==> config.mk <==
export PLATFORM = sky130hd
export DESIGN_NAME = program_counter
export DESIGN_NICKNAME = d
export VERILOG_FILES = /design/src/rtl/program_counter.sv
export SDC_FILE = /design/constraint.sdc
export NUM_CORES = 1
export LEC_CHECK = 0
export CORE_ASPECT_RATIO = 1.25
export CORE_MARGIN = 1.5
export CORE_UTILIZATION = 38
export CTS_BUF_LIST = sky130_fd_sc_hd__clkbuf_16
export DETAILED_ROUTE_END_ITERATION = 7
export GPL_ROUTABILITY_DRIVEN = 0
export HOLD_SLACK_MARGIN = 0.15
export PLACE_DENSITY = 0.95
export SYNTH_ARGS = -nofsm -noshare
export SYNTH_HDL_FRONTEND = slang
export SYNTH_SLANG_ARGS = --single-unit
==> constraint.sdc <==
create_clock -name clk -period 2.3 [get_ports clk]
set_input_delay 0.46 -clock clk [delete_from_list [all_inputs] [get_ports clk]]
set_output_delay 0.46 -clock clk [all_outputs]
set_load 0.01 [all_outputs]
==> src/rtl/program_counter.sv <==
// Fetch-stage program counter: increments each cycle, or loads a jump/branch
// target when the instruction is a jump or a conditional branch whose flag test passes.
module program_counter #(
  parameter int I_ADDR_W = 12,
  parameter int DATA_W   = 8
) (
  input  logic                clk,
  input  logic                rst,
  input  logic [I_ADDR_W-1:0] imar,
  input  logic [I_ADDR_W-1:0] address_immediate,
  input  logic                jump_branch_select,
  input  logic                immediate_select,
  input  logic                unconditional_branch,
  input  logic [DATA_W-1:0]   status_register,
  input  logic [2:0]          branch_condition,
  output logic [I_ADDR_W-1:0] pc
);

  typedef enum logic [2:0] {
    COND_ZERO             = 3'd0,
    COND_NOT_ZERO         = 3'd1,
    COND_POSITIVE         = 3'd2,
    COND_NEGATIVE         = 3'd3,
    COND_CARRY_SET        = 3'd4,
    COND_CARRY_CLEARED    = 3'd5,
    COND_OVERFLOW_SET     = 3'd6,
    COND_OVERFLOW_CLEARED = 3'd7
  } branch_condition_e;

  localparam int ZERO_FLAG     = 0;
  localparam int POSITIVE_FLAG = 1;
  localparam int CARRY_FLAG    = 2;
  localparam int OVERFLOW_FLAG = 3;

  logic [I_ADDR_W-1:0] r_pc;
  logic                w_condition_met;
  logic                w_take;
  logic [I_ADDR_W-1:0] w_target;
  logic [I_ADDR_W-1:0] w_next_pc;
  logic                w_zero;
  logic                w_positive;
  logic                w_carry;
  logic                w_overflow;

  assign w_zero     = status_register[ZERO_FLAG];
  assign w_positive = status_register[POSITIVE_FLAG];
  assign w_carry    = status_register[CARRY_FLAG];
  assign w_overflow = status_register[OVERFLOW_FLAG];

  // Only the low four flag bits matter; upper status bits are don't-care.
  generate
    if (DATA_W > 4) begin : g_unused_status
      logic w_unused_status;
      assign w_unused_status = ^status_register[DATA_W-1:4];
    end
  endgenerate

  always_comb begin
    w_condition_met = 1'b0;
    case (branch_condition_e'(branch_condition))
      COND_ZERO:             w_condition_met = w_zero;
      COND_NOT_ZERO:         w_condition_met = ~w_zero;
      COND_POSITIVE:         w_condition_met = w_positive;
      COND_NEGATIVE:         w_condition_met = ~w_positive;
      COND_CARRY_SET:        w_condition_met = w_carry;
      COND_CARRY_CLEARED:    w_condition_met = ~w_carry;
      COND_OVERFLOW_SET:     w_condition_met = w_overflow;
      COND_OVERFLOW_CLEARED: w_condition_met = ~w_overflow;
      default:               w_condition_met = 1'b0;
    endcase
  end

  assign w_take    = jump_branch_select & (unconditional_branch | w_condition_met);
  assign w_target  = immediate_select ? address_immediate : imar;
  assign w_next_pc = w_take ? w_target : r_pc + I_ADDR_W'(1);

  always_ff @(posedge clk or posedge rst) begin
    if (rst) begin
      r_pc <= '0;
    end else begin
      r_pc <= w_next_pc;
    end
  end

  assign pc = r_pc;

endmodule

* After elaboration in Yosys (flattened, before gate mapping)
Index checks and enable logic that the tools add are counted.
Cells by class: shift operators 0, $lt $le $gt $ge 0, $mul 0, reduce and logical (&&, ||, !) cells 1, bitwise gates (word level) 6, add/sub/neg operators 1, mux-type cells 3, equal/unequal tests 7, div/mod/pow operators 0
Operators by type and width (number):
- $mux 12 | 2
- $add 12x1->12 const B | 1
- $eq 3x3->1 const B | 4
- $pmux 1 s8 | 1
- $eq 3x2->1 const B | 2
- $not 1->1 | 4
- $eq 3x1->1 const B | 1
- $logic_not 3->1 | 1
- $and 1x1->1 | 1
- $or 1x1->1 | 1
Storage, ports and cells: register bits 12, bits in latches 0, memories 0, ROM bits 0, RAM bits 0

* Longest topological paths before layout
depth after elaboration 5, mapped depth 5, depth with buffers taken out 5

* Worst setup path before layout
Ideal clock, no wire load.
path kind input-to-reg, from input branch_condition[1], to register r_pc[1], in the netlist pc[1], library setup time 125 ps, slack 557 ps, data required time 2175 ps, path buffers 0, stages on the path 4, arrival 1618 ps, cells stage by stage mux4_2 xor2_1 o21ai_2 mux2_2
Between the ends: word-level cells in the longest chain between the ends 5
RTL lines:
- from (decl) | line 15 | input logic [2:0] branch_condition,
- $eq 3x3->1 (tied with other cells) | line 60 | case (branch_condition_e'(branch_condition))
- $pmux 1 s8 * | line 60
- $or 1x1->1 * | line 73 | assign w_take = jump_branch_select & (unconditional_branch | w_condition_met);
- $and 1x1->1 * | line 73
- $mux 12 * | line 75 | assign w_next_pc = w_take ? w_target : r_pc + I_ADDR_W'(1);
- net w_next_pc[1] | line 39 | logic [I_ADDR_W-1:0] w_next_pc;
- to (signal assigned) | line 81 | r_pc <= w_next_pc;
- to (decl) | line 35 | logic [I_ADDR_W-1:0] r_pc;
Mark *: on every way through the listed nets, which the timed path passes. The rest lies on a longest branch.

* Worst setup path after layout
from input branch_condition[1], to register r_pc[7], in the netlist pc[7]
The elaborated chain is that of the path after synthesis.

==> summary.md <==
| Metric | Value |
|---|---|
| H-tree depth | 1 |
| Critical Path RT | 2.46 ns |
| Static leakage | 0.598 nW |
| Total track usage | 17.3% |
| Flops & latches, synth | 12 |
| Final Hold Viols | 0 |
| Inserted Diodes | 0 |
| Die H | 53.6 um |
| Hold Buf Count CTS | 0 |
| Cell taking the most area after synthesis | dfrtp_1 |
| Post-layout net count | 164 |
| Crit path capture type | register |
| Cts repair resizes | 0 |
| Drt first pass iters | 1 |
| Clock-pin slew on the worst setup and hold paths | 0.05 ns |
| Worst path cell trace | clkdlybuf4s50_1, mux4_2, xor2_1, o21ai_2, buf_4, mux2i_1 |
| Clock Skew | 0.00490 ns |
| Worst setup startpoint | branch_condition[1] |
| Switching power | 0.351 mW |
| Clk sinks | 12 |
| FMAX | 490 MHz |
| Synthesis Warnings | 0 |
| Slew @ Worst Pin | 0.461 ns |
| Slew headroom | 69.3% |
| HPWL Detailed | 1480 um |
| CTS tree | done |
| # setup viols final | 0 |
| Max FFs per register | 12 |
| Post-synthesis net count | 111 |
| Switching share of total power | 30.3% |
| Pin count of the biggest net entering global routing | 13 |
| Power per cell area | 850 nW/um2 |
| Die Wd | 43.5 um |
| Postcts setup bufs | 0 |
| CP Buf/Inv Count | 2 |
| Initial antenna violation count | 0 |
| Sequential share of the synthesized area | 38.5% |
| Outcome | completed |
| Max Cap Viol | 0 |
| Row cnt | 18 |
| Syn Area/Cell | 11.1 um2 |
| First-pass GRT wire length | 3000 um |
| Final Routed Wirelength | 1750 um |
| Core Footprint | 1960 um2 |
| Setup slack, reg-to-reg | 0.91 ns |
| Die area | 2330 um2 |
| Grt ovf | 0 |
| Vias in the first global route | 736 |
| Vias | 701 |
| HP Class | in -> async |
| Clock share of power | 27.5% |
| Post-DR wirelength/cell | 12.3 um |
| CP Data Arrival Time | 2.20 ns |
| Total Power | 1.16 mW |
| Area Growth Syn to Fin | 74.6% |
| Reg2reg start | pc[0] |
| Number of buffers inserted by port buffering | 47 |
| Crit path max-delay family | buffers and inverters |
| Crit path largest cell delay | 0.51 ns |
| Max rail drop VDD | 0.542 mV |
| CP max stage cell | mux4_2 |
| Combinational power share | 40.6% |
| Initial Utilization | 39.8% |
| Synthesized instance count | 70 |
| Drt drc | 0 |
| Commonest non-fill, non-tap cell in the layout | clkdlybuf4s50_1 |
| Root Driver | clkbuf_16 |
| Final Cycle Share | 88.7% |
| Startpoint types | primary input |
| CTS buffer count | 3 |
| Pint | 0.806 mW |
| Mapped Area | 779 um2 |
| Post-DRT Antenna Nets | 0 |
| DR iter-0 viols | 0 |
| # fillers | 156 |
| Most frequent cells in the layout | clkdlybuf4s50_1 (47), mux2i_1 (22), dfrtp_1 (12) |
| Setup_tns | 0 ns |
| Final core occ | 69.5% |
| Synth area leaders | dfrtp_1 (39%), mux2i_1 (28%), xnor2_1 (10%), mux2_2 (2.9%), mux4_2 (2.9%) |
| Clock buffer depth | 2 |
| Worst-Skew Late Latency | 0.24 ns |
| Routed vias/inst | 4.94 |
| Crit Path Max Fanout | 8 |
| Crit Path Class | in -> reg |
| Final min period | 2.04 ns |
| Post-synthesis cell type count | 17 |
| Fin. max-slew vios | 0 |
| IO Count | 52 |
| Sequential Power Share | 31.9% |
| Top cell type's share of synthesized area | 38.5% |
| Share of cells above drive strength 1 | 8.20% |
| RSZ-0062 raised after global routing | false |
[layer usage]
| metal | vias to the layer above | part of all wire, % | global-route usage, % |
|---|---|---|---|
| li1 | 351 | - | - |
| met1 | 320 | 37 | 19.2 |
| met2 | 30 | 55 | 33.1 |
| met3 | 0 | 7.1 | 4.03 |
| met4 | 0 | 0 | 4.55 |
| met5 | - | 0 | 0 |
[worst paths after layout]
kind / end / depth (start not counted)
max reg2reg: pc[8] / 5
min in group clk: pc[0] / 1
max in group asynchronous: pc[1] / 2
min: pc[11] / 2
max: pc[7] / 6
min reg2reg: pc[0] / 1
[stage by stage]
step	instances	setup slack, ns	hold slack (ns)	instance area [um2]
6_report	142	0.261	0.532	1360
5_1_grt	142	0.174	0.556	1360
4_1_cts	142	0.236	0.541	1360
3_5_place_dp	138	-0.00802	0.543	1280
3_3_place_gp	138	0.0324	0.531	1280
2_1_floorplan	70	0.557	0.325	779
[kinds of logic (layout without fill, tap and decap cells)]
| group | count (synthesis) | in the layout | synth area share, % |
|---|---|---|---|
| AND/OR/NAND/NOR | 14 | 14 | 8.51 |
| adder cells (fa/ha/maj) | 1 | 1 | 1.60 |
| AO/OA/AOI/OAI | 1 | 1 | 1.12 |
| XOR/XNOR | 11 | 11 | 12.4 |
| buffers and inverters | 6 | 58 | 3.85 |
| flip-flops | 12 | 12 | 38.5 |
| multiplexers | 25 | 25 | 34.0 |
[power by group through the flow]
stage          sequential (mW)  combinational [mW]  clock, mW
6_report                 0.369               0.470      0.319
5_1_grt                  0.383               0.514      0.339
4_1_cts                  0.370               0.476      0.323
3_3_place_gp             0.366               0.461          0
2_1_floorplan            0.395               0.197          0
3_5_place_dp             0.372               0.476          0
[final cells by class]
class	instances	area, um2	share of cell area [%]
inverter	4	15.0	1.10
sequential	12	300	22.1
clock inverter	1	3.75	0.276
clock buffer	3	75.1	5.51
multi-input combinational	52	449	33.0
tap	20	25.0	1.84
timing repair buffer	50	493	36.2
[synth_stat cells]
master    instances
mux2i_1          22
dfrtp_1          12
xnor2_1           9
inv_1             4
nand3_1           4
nor2_1            3
nor3_1            3
mux2_2            2
nand2_1           2
xor2_1            2
buf_6             1
clkbuf_1          1
ha_1              1
mux4_2            1
nand4_1           1
nor4_1            1
o21ai_2           1
Power figures use the tool's default switching activity.
